**src/rtl/mackerel_bus_timer_if.sv**
```systemverilog
// Mackerel 68000 bus-cycle signals between the CPU/decoder side and
// the DTACK/BERR timer.
interface mackerel_bus_timer_if;
  logic       AS;
  logic       ROMEN;
  logic       RAMEN;
  logic       MFPEN;
  logic       IACK;
  logic       DTACK_MFP;
  logic       DTACK;
  logic       BERR;
  logic [7:0] BERR_COUNT;

  modport master (
    output AS, ROMEN, RAMEN, MFPEN, IACK, DTACK_MFP,
    input  DTACK, BERR, BERR_COUNT
  );

  modport slave (
    input  AS, ROMEN, RAMEN, MFPEN, IACK, DTACK_MFP,
    output DTACK, BERR, BERR_COUNT
  );
endinterface

```
**src/rtl/mackerel_bus_timer.sv**
```systemverilog
// Mackerel bus timer: generates 68000 DTACK after per-device wait states
// and BERR on watchdog timeout, with a saturating bus-error counter.
module mackerel_bus_timer #(
  parameter int ROM_WAIT = 2,
  parameter int RAM_WAIT = 0,
  parameter int TIMEOUT  = 64
) (
  input  logic                CLK,
  input  logic                RST,
  mackerel_bus_timer_if.slave bus
);

  typedef enum logic [1:0] {
    IDLE, WAIT, ACK, ERR
  } state_t;

  typedef enum logic [1:0] {
    CY_NONE, CY_MEM, CY_MFP
  } cyc_t;

  state_t     r_state, w_state_nxt;
  cyc_t       r_cyc, w_cyc_nxt;
  logic [7:0] r_wait, w_wait_nxt;
  logic [7:0] r_wdog, w_wdog_nxt;
  logic [7:0] r_cnt, w_cnt_nxt;
  logic       r_armed, w_armed_nxt;
  logic       r_dtack;
  logic       r_berr;
  logic       w_ack;

  assign w_ack = (r_cyc == CY_MEM && r_wait == 8'd0) ||
                 (r_cyc == CY_MFP && !bus.DTACK_MFP);

  always_comb begin
    w_state_nxt = r_state;
    w_cyc_nxt   = r_cyc;
    w_wait_nxt  = r_wait;
    w_wdog_nxt  = r_wdog;
    w_cnt_nxt   = r_cnt;
    w_armed_nxt = 1'b0;
    unique case (r_state)
      IDLE: begin
        // a cycle starts only after an idle edge has seen AS high
        w_armed_nxt = bus.AS;
        if (!bus.AS && r_armed) begin
          w_state_nxt = WAIT;
          w_wdog_nxt  = 8'd1;
          w_armed_nxt = 1'b0;
          if (!bus.ROMEN) begin
            w_cyc_nxt  = CY_MEM;
            w_wait_nxt = 8'(ROM_WAIT);
          end else if (!bus.RAMEN) begin
            w_cyc_nxt  = CY_MEM;
            w_wait_nxt = 8'(RAM_WAIT);
          end else if (!bus.MFPEN || !bus.IACK) begin
            w_cyc_nxt  = CY_MFP;
            w_wait_nxt = 8'd0;
          end else begin
            w_cyc_nxt  = CY_NONE;
            w_wait_nxt = 8'd0;
          end
        end
      end
      WAIT: begin
        if (bus.AS) begin
          w_state_nxt = IDLE;
        end else if (w_ack) begin
          w_state_nxt = ACK;
        end else if (r_wdog == 8'(TIMEOUT)) begin
          w_state_nxt = ERR;
          if (r_cnt != 8'hFF) w_cnt_nxt = r_cnt + 8'd1;
        end else begin
          w_wdog_nxt = r_wdog + 8'd1;
          if (r_cyc == CY_MEM) w_wait_nxt = r_wait - 8'd1;
        end
      end
      ACK, ERR: begin
        if (bus.AS) w_state_nxt = IDLE;
      end
    endcase
  end

  always_ff @(posedge CLK) begin
    if (!RST) begin
      r_state <= IDLE;
      r_cyc   <= CY_NONE;
      r_wait  <= 8'd0;
      r_wdog  <= 8'd0;
      r_cnt   <= 8'd0;
      r_armed <= 1'b0;
      r_dtack <= 1'b1;
      r_berr  <= 1'b1;
    end else begin
      r_state <= w_state_nxt;
      r_cyc   <= w_cyc_nxt;
      r_wait  <= w_wait_nxt;
      r_wdog  <= w_wdog_nxt;
      r_cnt   <= w_cnt_nxt;
      r_armed <= w_armed_nxt;
      r_dtack <= (w_state_nxt != ACK);
      r_berr  <= (w_state_nxt != ERR);
    end
  end

  assign bus.DTACK      = r_dtack;
  assign bus.BERR       = r_berr;
  assign bus.BERR_COUNT = r_cnt;

endmodule

```
**src/flat_wrapper.sv**
```systemverilog
// flat-port wrapper written by rule: the top's interface ports become plain ports
module mackerel_bus_timer_flat 
#(
  parameter int ROM_WAIT = 2,
  parameter int RAM_WAIT = 0,
  parameter int TIMEOUT  = 64
)
  (CLK, RST, bus_AS, bus_ROMEN, bus_RAMEN, bus_MFPEN, bus_IACK, bus_DTACK_MFP, bus_DTACK, bus_BERR, bus_BERR_COUNT);
  mackerel_bus_timer_if bus_i ();
  input  logic CLK;
  input  logic RST;
  input wire logic [$bits(bus_i.AS)-1:0] bus_AS;
  input wire logic [$bits(bus_i.ROMEN)-1:0] bus_ROMEN;
  input wire logic [$bits(bus_i.RAMEN)-1:0] bus_RAMEN;
  input wire logic [$bits(bus_i.MFPEN)-1:0] bus_MFPEN;
  input wire logic [$bits(bus_i.IACK)-1:0] bus_IACK;
  input wire logic [$bits(bus_i.DTACK_MFP)-1:0] bus_DTACK_MFP;
  output wire logic [$bits(bus_i.DTACK)-1:0] bus_DTACK;
  output wire logic [$bits(bus_i.BERR)-1:0] bus_BERR;
  output wire logic [$bits(bus_i.BERR_COUNT)-1:0] bus_BERR_COUNT;
  assign bus_i.AS = bus_AS;
  assign bus_i.ROMEN = bus_ROMEN;
  assign bus_i.RAMEN = bus_RAMEN;
  assign bus_i.MFPEN = bus_MFPEN;
  assign bus_i.IACK = bus_IACK;
  assign bus_i.DTACK_MFP = bus_DTACK_MFP;
  assign bus_DTACK = bus_i.DTACK;
  assign bus_BERR = bus_i.BERR;
  assign bus_BERR_COUNT = bus_i.BERR_COUNT;
  mackerel_bus_timer #(.ROM_WAIT(ROM_WAIT), .RAM_WAIT(RAM_WAIT), .TIMEOUT(TIMEOUT)) u_core (.CLK(CLK), .RST(RST), .bus(bus_i));
endmodule
```
**config.mk**
```make
export PLATFORM = sky130hd
export DESIGN_NAME = mackerel_bus_timer_flat
export DESIGN_NICKNAME = d
export VERILOG_FILES = /design/src/rtl/mackerel_bus_timer_if.sv /design/src/rtl/mackerel_bus_timer.sv /design/src/flat_wrapper.sv
export SDC_FILE = /design/constraint.sdc
export NUM_CORES = 1
export LEC_CHECK = 0
export CELL_PAD_IN_SITES_DETAIL_PLACEMENT = 1
export CELL_PAD_IN_SITES_GLOBAL_PLACEMENT = 2
export CORE_MARGIN = 2
export CORE_UTILIZATION = 26
export CTS_CLUSTER_DIAMETER = 80
export DETAILED_ROUTE_END_ITERATION = 10
export HOLD_SLACK_MARGIN = 0.02
export PLACE_DENSITY_LB_ADDON = 0.1
export SETUP_SLACK_MARGIN = 0.05
export SYNTH_ARGS = -nofsm -noshare
export SYNTH_HDL_FRONTEND = slang
export SYNTH_SLANG_ARGS = --single-unit
```
**constraint.sdc**
```tcl
create_clock -name CLK -period 5.2 [get_ports CLK]
set_input_delay 1.56 -clock CLK [delete_from_list [all_inputs] [get_ports CLK]]
set_output_delay 1.56 -clock CLK [all_outputs]
set_load 0.005 [all_outputs]
```
==> run summary <==
clock latency on the worst-skew pair: 0.28 ns
Area Overhead vs Synth: 19.4%
share of cells above drive strength 1: 8.74%
Netlist cell types: 49
I/O pin cnt: 18
final hold violations: 0
Clock Tree Root: clkbuf_8
Post-route DRC: 0
Rows: 28
Worst Hold Class: register to register
cell area after synthesis: 1620 µm²
leakage: 0.629 nW
Layout Nets: 218
total setup buffers inserted after CTS: 0
sequential share of the synthesized area: 38.3%
post-DR vias/cell: 5.14
Die ar.: 6880 µm²
Layout Cells excl Fill: 281
top cell type's share of synthesized area: 38.3%
biggest area consumer among synthesized cells: dfxtp_1
post-route clock period utilization: 69.3%
overall power: 0.000481 W
share of power burned in registers: 51.4%
Clk pwr share: 39.3%
Die H: 82.9 µm
total grt overflow: 0
CP cell instances: clkdlybuf4s50_1 > nor4b_4 > o22a_1 > nand3_4 > or4_1 > a21oi_1
YS warnings: 0
commonest cells after routing, fill and taps aside: dfxtp_1, clkdlybuf4s50_1, nand2_1, a21oi_1, nor2_1
post-synthesis instance total: 186
Area contributors post-synth: dfxtp_1, a21oi_1, ha_1
Avg WL per Cell: 15.6 µm
crit path time final: 3.60 ns
cell area power density: 249 nW/µm²
crit path capture type: register
Final ANT Viol Nets: 0
P_sw: 0.000126 W
internal power: 0.000355 W
RSZ-0062 raised after global routing: no
number of H-tree levels: 2
top sig layer: met4
post-route setup TNS: 0 ns
Initial Util: 27.2%
# diodes: 0
flops & latches, synth: 31
Synth Flop Type: dfxtp_1
Vias: 1443
die width: 82.9 µm
switch share: 26.2%
vias in the first global route: 1547
crit start category: input pin
worst hold stages: 2
Combinational Power Share: 9.3%
total placed cells including tap cells: 273
post-CTS resize count: 0
Req. time, crit path: 5.41 ns
Setup CP Type: input pin to register
fin area: 1930 µm²
worst vdd ir: 98.5 µV
Post-synth EDFFs: 0
1st-iter DRT viols: 64
Core Region: 5960 µm²
CP Max Fanout: 13
max-cap violations: 0
syn nets: 199
Rel. slew slack: 42.1%
outcome: completed
Total Routed Length: 4380 µm
CP peak stage delay: 0.60 ns
met3 wire len: 93 µm
most common library cell in the layout ignoring fill and taps: dfxtp_1
Setup violations, final: 0
initial antenna violation count: 0
clk_skew: 0.00328 ns
CTS tree: done
Max Freq: 278 MHz
WL met2: 2150 µm
clock transition at the registers of the reported paths: 0.07 ns
ys async rst share: 0%
CTS Hold Bufs: 0
Reg2Reg Depth: 5
Port Buffer Count: 17
Worst path slowest cell: nor4b_4
Num CTS Buffers: 5
Num Clock Sinks: 31
DP HPWL: 3270 µm
Max Buffers Root-to-Sink: 2
Slew Viols, Final: 0
Avg Cell Area, Syn: 8.71 µm²
Slew @ Worst Pin: 0.864 ns
dpl cell area: 1850 µm²
first-pass GRT wire length: 7620 µm
gr usage total: 13.6%
RD Place Congestion: 0.744
Metal-1 WL: 2100 µm
CP Data Arrival Time: 3.81 ns
largest net degree at the start of global routing: 16
first drt pass iteration count: 4
==> stage by stage <==
step	hold WS (ns)	worst slack [ns]	util [%]
after floorplan	0.445	2.19	-
after global placement	0.462	1.39	31.1
after detailed placement	0.479	1.28	31.1
after CTS	0.489	1.60	32.5
after global routing	0.519	1.45	32.5
final	0.487	1.60	32.5
==> kinds of logic after synthesis <==
group	synth area share (%)
AOI/OAI and AO/OA	17.7
xor gates and xnor gates	3.24
adders and majority gates	3.86
buffers and inverters	4.71
DFF	38.3
muxes	1.31
and+or+nand+nor	30.9
==> worst paths after layout <==
| check | from | endpoint | slack [ns] |
|---|---|---|---|
| setup / recovery | bus_AS | u_core.r_wdog[5] | 1.60 |
| hold / removal | u_core.r_wait[5] | u_core.r_wait[5] | 0.49 |
| setup reg to reg | u_core.r_wait[2] | u_core.r_wait[4] | 2.64 |
| hold reg to reg | u_core.r_wait[5] | u_core.r_wait[5] | 0.49 |
==> Yosys cell counts (2+ instances only) <==
cell      number
dfxtp_1       31
a21oi_1       14
nand2_1       14
nor2_1        13
inv_1         11
nand3_1       10
or3_1         10
o21ai_0        7
o31ai_1        6
or4_1          6
ha_1           5
nor3_1         5
xnor2_1        5
and3_1         4
nand4_1        4
nand2b_1       3
o21ai_1        3
and2_1         2
clkbuf_1       2
or4_4          2
==> worst max-delay path, delay by kind of cell <==
family                 cells  cell delay, ns
AO/OA/AOI/OAI              2            0.42
buffers and inverters      1            0.54
AND/OR/NAND/NOR            3            1.30
==> flip-flops by register name, indices dropped and copies added, names as in the netlist <==
name                   count
u_core.bus.BERR_COUNT      8
u_core.r_state             2
u_core.r_cyc               2
u_core.r_armed             1
u_core.bus.DTACK           1
u_core.r_wait              8
u_core.bus.BERR            1
u_core.r_wdog              8
==> layout make-up <==
class	instances	area, µm²
clock buffers	6	72.6
clock inverters	2	12.5
fillers	729	4020
inverters	11	41.3
multi-input cells	139	923
flip-flops and latches	31	621
well taps	75	93.8
repair buffers	17	170
==> power groups by stage <==
stage / Sequential, W / Clock (W) / Combinational [W]
CTS: 0.000247 / 0.000199 / 0.0000455
detailed placement: 0.000253 / 0 / 0.0000455
finish: 0.000247 / 0.000189 / 0.0000448
global placement: 0.000253 / 0 / 0.0000439
global route: 0.000248 / 0.000209 / 0.0000503
floorplan: 0.000251 / 0 / 0.0000317
==> layer usage <==
layer | vias to the layer above | GRT usage, %
met1 | 701 | 17.4
li1 | 721 | -
met2 | 16 | 22.6
met5 | - | 0
met3 | 5 | 3.28
met4 | 0 | 4.47
Power figures use the tool's default switching activity.
